--- src/rtl/bldc_hall_emulator.sv ---
// rtl/bldc_hall_emulator.sv - BLDC rotor emulator producing hall signals from observed gate drives
module bldc_hall_emulator #(
  parameter int STEP_CYC = 5000,
  parameter int CNT_W    = 16
) (
  input  logic             clk,
  input  logic             rst,
  input  logic             en,
  input  logic             dir,
  input  logic             a,
  input  logic             b,
  input  logic             c,
  input  logic             aa,
  input  logic             bb,
  input  logic             cc,
  output logic             h1,
  output logic             h2,
  output logic             h3,
  output logic [2:0]       sector,
  output logic [CNT_W-1:0] step_cnt,
  output logic             stall,
  output logic             fault
);

  localparam int DW = (STEP_CYC > 1) ? $clog2(STEP_CYC) : 1;
  localparam logic [DW-1:0] LAST = DW'(STEP_CYC - 1);

  logic [DW-1:0] dwell;
  logic [2:0]    hi_seen, lo_seen, hi_next, lo_next;
  logic [2:0]    hall, sector_step;
  logic          shoot, window_ok;

  function automatic logic one_hot3(input logic [2:0] v);
    return (v == 3'b001) || (v == 3'b010) || (v == 3'b100);
  endfunction

  // Out-of-range sectors decode as sector 0
  function automatic logic [2:0] decode(input logic [2:0] s);
    case (s)
      3'd1:    return 3'b101;
      3'd2:    return 3'b001;
      3'd3:    return 3'b011;
      3'd4:    return 3'b010;
      3'd5:    return 3'b110;
      default: return 3'b100;
    endcase
  endfunction

  always_comb begin
    hi_next   = hi_seen | {a, b, c};
    lo_next   = lo_seen | {aa, bb, cc};
    shoot     = (a & aa) | (b & bb) | (c & cc);
    window_ok = one_hot3(hi_next) && one_hot3(lo_next) && ((hi_next & lo_next) == 3'b000);
    if (sector > 3'd5)
      sector_step = 3'd0;
    else if (!dir)
      sector_step = (sector == 3'd5) ? 3'd0 : sector + 3'd1;
    else
      sector_step = (sector == 3'd0) ? 3'd5 : sector - 3'd1;
  end

  // Hall outputs are registered alongside the sector so they switch cleanly in one edge
  always_ff @(posedge clk or posedge rst) begin
    if (rst) begin
      dwell    <= '0;
      hi_seen  <= '0;
      lo_seen  <= '0;
      sector   <= 3'd0;
      hall     <= 3'b100;
      step_cnt <= '0;
      stall    <= 1'b0;
      fault    <= 1'b0;
    end else begin
      if (shoot)
        fault <= 1'b1;
      if (!fault) begin
        if (!en) begin
          dwell   <= '0;
          hi_seen <= '0;
          lo_seen <= '0;
        end else if (dwell == LAST) begin
          dwell   <= '0;
          hi_seen <= '0;
          lo_seen <= '0;
          if (!shoot) begin
            if (window_ok) begin
              sector   <= sector_step;
              hall     <= decode(sector_step);
              step_cnt <= step_cnt + 1'b1;
              stall    <= 1'b0;
            end else begin
              stall <= 1'b1;
            end
          end
        end else begin
          dwell   <= dwell + 1'b1;
          hi_seen <= hi_next;
          lo_seen <= lo_next;
        end
      end
    end
  end

  assign {h1, h2, h3} = hall;

endmodule
--- config.mk ---
export PLATFORM = sky130hd
export DESIGN_NAME = bldc_hall_emulator
export DESIGN_NICKNAME = d
export VERILOG_FILES = /design/src/rtl/bldc_hall_emulator.sv
export SDC_FILE = /design/constraint.sdc
export NUM_CORES = 1
export LEC_CHECK = 0
export BUFFER_PORTS_ARGS = -buffer_cell sky130_fd_sc_hd__buf_2
export CAP_MARGIN = 20
export CORE_MARGIN = 2
export CORE_UTILIZATION = 45
export CTS_CLUSTER_DIAMETER = 200
export DETAILED_ROUTE_END_ITERATION = 12
export GPL_TIMING_DRIVEN = 0
export PLACE_DENSITY = 0.66
export SKIP_CTS_REPAIR_TIMING = 1
export SLEW_MARGIN = 5
export SYNTH_ARGS = -nofsm -noshare
export SYNTH_HDL_FRONTEND = slang
export SYNTH_SLANG_ARGS = --single-unit
--- constraint.sdc ---
create_clock -name clk -period 3.1 [get_ports clk]
set_clock_uncertainty 0.2 [all_clocks]
set_input_delay 0.465 -clock clk [delete_from_list [all_inputs] [get_ports clk]]
set_output_delay 0.465 -clock clk [all_outputs]
set_load 0.01 [all_outputs]
==> impl_metrics.json <==
{
  "synth.distinct_cells": 42,
  "die_area_mm2": 0.00526,
  "worstRegToRegCells": 6,
  "arrival_ns": 2.54,
  "die-width_um": 72.6,
  "worst_setup_path_start_kind": "flip-flop",
  "ir_drop_uv": 313,
  "cts_tree": "built",
  "yosys_most_used_dff": "dfrtp_1",
  "synth_top_family_by_area": "simple AND/OR/NAND/NOR gates",
  "port_buffers": 33,
  "io_pins": 34,
  "syn_inst": 223,
  "cap_viol_max_count": 0,
  "num_vias": 1699,
  "power_mw": 1.06,
  "drive_above_1_share_pct": 18.0,
  "wl_mm": 4.09,
  "vias_per_cell": 5.34,
  "synthAdderAreaFrac_pct": 1.18,
  "cts_made_buffers": 5,
  "layoutNonFillerInstCount": 318,
  "pwr-share-clk_pct": 36.3,
  "tns_ns": 0,
  "hpwl_mm": 3.03,
  "p_comb_share_pct": 7.6,
  "fp.dieH_um": 72.6,
  "worstMarginPinSlew_ns": 0.456,
  "path_clk_slew_ns": 0.08,
  "seqPwrFrac_pct": 56.1,
  "clock_sinks": 43,
  "setup_viol": 0,
  "ant_nets": 0,
  "leakagePower_nw": 1.19,
  "drc_errors": 0,
  "yosys.area_share.simple_pct": 23.6,
  "clock_path_buffers": 2,
  "internal_power_mw": 0.816,
  "fmax_mhz": 395,
  "synth_most_common_cell": "dfrtp_1",
  "power_density_mw_per_mm2": 429,
  "syn_to_final_growth_pct": 17.0,
  "setup_ws_ns": 0.565,
  "synth_compound_area_share_pct": 12.0,
  "antenna_cells": 0,
  "hp-class": "in -> reg",
  "hold_viol_final": 0,
  "cp_max_fo": 10,
  "drt_iter0_drc": 112,
  "drt_pass1_iterations": 4,
  "synth.avg_cell_area_um2": 9.48,
  "min_path_cells": 3,
  "coreArea_mm2": 0.00444,
  "sw_frac_of_total_pct": 23.1,
  "synth_common_cells": "dfrtp_1 (42), nor2_1 (28), nand2_1 (23), a21oi_1 (16), nand3_1 (13)",
  "rsz0062_at_grt": "no",
  "routabilityCongestion": 0.813,
  "synth_xor_area_share_pct": 9.11,
  "yosys.area.top_type": "dfrtp_1",
  "fin_crit_ns": 2.53,
  "critPathKind": "reg -> reg",
  "dp_slack_ns": 0.384,
  "track_usage_pct": 18.0,
  "cts_root_buffer": "clkbuf_8",
  "worstPathRequired_ns": 3.11,
  "cts.htree.levels": 2,
  "p_switching_mw": 0.246,
  "relSlewSlack_pct": 69.6,
  "synth-seq-cells": 43,
  "gr-total-overflow": 0,
  "synth_area_mm2": 0.00211,
  "start_util_pct": 47.6,
  "muxShareOfSynthArea_pct": 0.533,
  "num_rows": 24,
  "placed_cells": 309,
  "grt_max_degree": 37,
  "yosysTopAreaCellShare_pct": 49.7,
  "grt_pass1_vias": 1697,
  "syn-num-nets": 235,
  "synth_edf_count": 0,
  "antenna_found_initial": 0,
  "ys_seq_area_share_pct": 50.9,
  "wire_per_inst_um": 12.9,
  "endpoint_kind": "flip-flop",
  "status": "complete, no violations",
  "async_reset_ff_share_pct": 100,
  "num-nets-final": 277,
  "insertion_delay_ns": 0.29,
  "post-route-period-util_pct": 81.8,
  "maxSlewViolCount": 0,
  "final_util_pct": 55.7,
  "grt_pass1_wl_mm": 7.36,
  "yosys_warnings": 0,
  "synth_area_leaders": "dfrtp_1 (50%), nor2_1 (5.0%), xnor2_1 (4.6%)",
  "fillCellCount": 434
}
## per-layer routing
metal  up-vias  GRT usage, %  wire [um]
li1        868             -          -
met3         5          4.58        198
met2        30          28.7       1910
met1       796          23.9       1920
met4         0          6.58         63
met5         -             0          0
## metrics by stage
step / cell area [um2] / hold WS (ns)
6_report: 2470 / 0.262
5_1_grt: 2470 / 0.279
4_1_cts: 2460 / -0.139
3_5_place_dp: 2360 / 0.184
3_3_place_gp: 2340 / 0.249
2_1_floorplan: 2110 / 0.263
## kinds of logic (layout without fill, tap and decap cells)
logic type | after synthesis | after routing
flops | 43 | 43
fa+ha+maj | 2 | 2
simple gates | 101 | 101
compound gates | 40 | 40
buf+inv | 14 | 57
xor+xnor | 22 | 22
mux | 1 | 1
## state kept, by name, summed over array words and instances, names as in the netlist
signal	count
step_cnt	16
dwell	13
hall	3
hi_seen	3
lo_seen	3
sector	3
fault	1
stall	1
## worst paths after layout
path | startpoint | to | slack, ns
setup / recovery | hi_seen[2]$_DFFE_PP0N_ | sector[2]$_DFFE_PP0P_ | 0.57
hold / removal | a | fault$_DFFE_PP0P_ | 0.26
setup reg to reg | hi_seen[2]$_DFFE_PP0N_ | sector[2]$_DFFE_PP0P_ | 0.57
hold reg to reg | hall[2]$_DFFE_PP1P_ | hall[2]$_DFFE_PP1P_ | 0.27
max in group asynchronous | rst | lo_seen[1]$_DFFE_PP0N_ | 1.85
min in group asynchronous | rst | sector[0]$_DFFE_PP0P_ | 0.41
## cell type report
class	instances	area (um2)	share of cell area (%)
inverters	8	30.0	1.21
multi-input cells	166	981	39.6
flip-flops and latches	43	1080	43.5
repair buffers	35	195	7.89
well taps	52	65.1	2.63
plain buffers	6	26.3	1.06
clock buffers	8	100	4.04
## cell usage in the layout, fill, tap and decap left out, types with 10 or more instances in the layout
| master | instances |
|---|---|
| xnor2_1 | 11 |
| buf_2 | 33 |
| nor2_1 | 28 |
| a21oi_1 | 16 |
| nor3_1 | 11 |
| o21ai_0 | 10 |
| nand2_1 | 23 |
| dfrtp_1 | 42 |
| xor2_1 | 11 |
| nand3_1 | 13 |
## power groups by stage
| stage | Clock (mW) | Combinational, mW | Sequential [mW] |
|---|---|---|---|
| CTS | 0.399 | 0.0817 | 0.595 |
| finish | 0.386 | 0.0810 | 0.595 |
| detailed placement | 0 | 0.0814 | 0.606 |
| floorplan | 0 | 0.0524 | 0.605 |
| global placement | 0 | 0.0774 | 0.606 |
| global route | 0.425 | 0.0936 | 0.600 |
## critical path, cell delays in order (launching register included)
cell	delay [ns]
dfrtp_1	0.39
or4_4	0.54
or2_4	0.25
a211oi_4	0.33
nand2_1	0.27
buf_4	0.25
o31ai_1	0.22
Power figures use the tool's default switching activity.
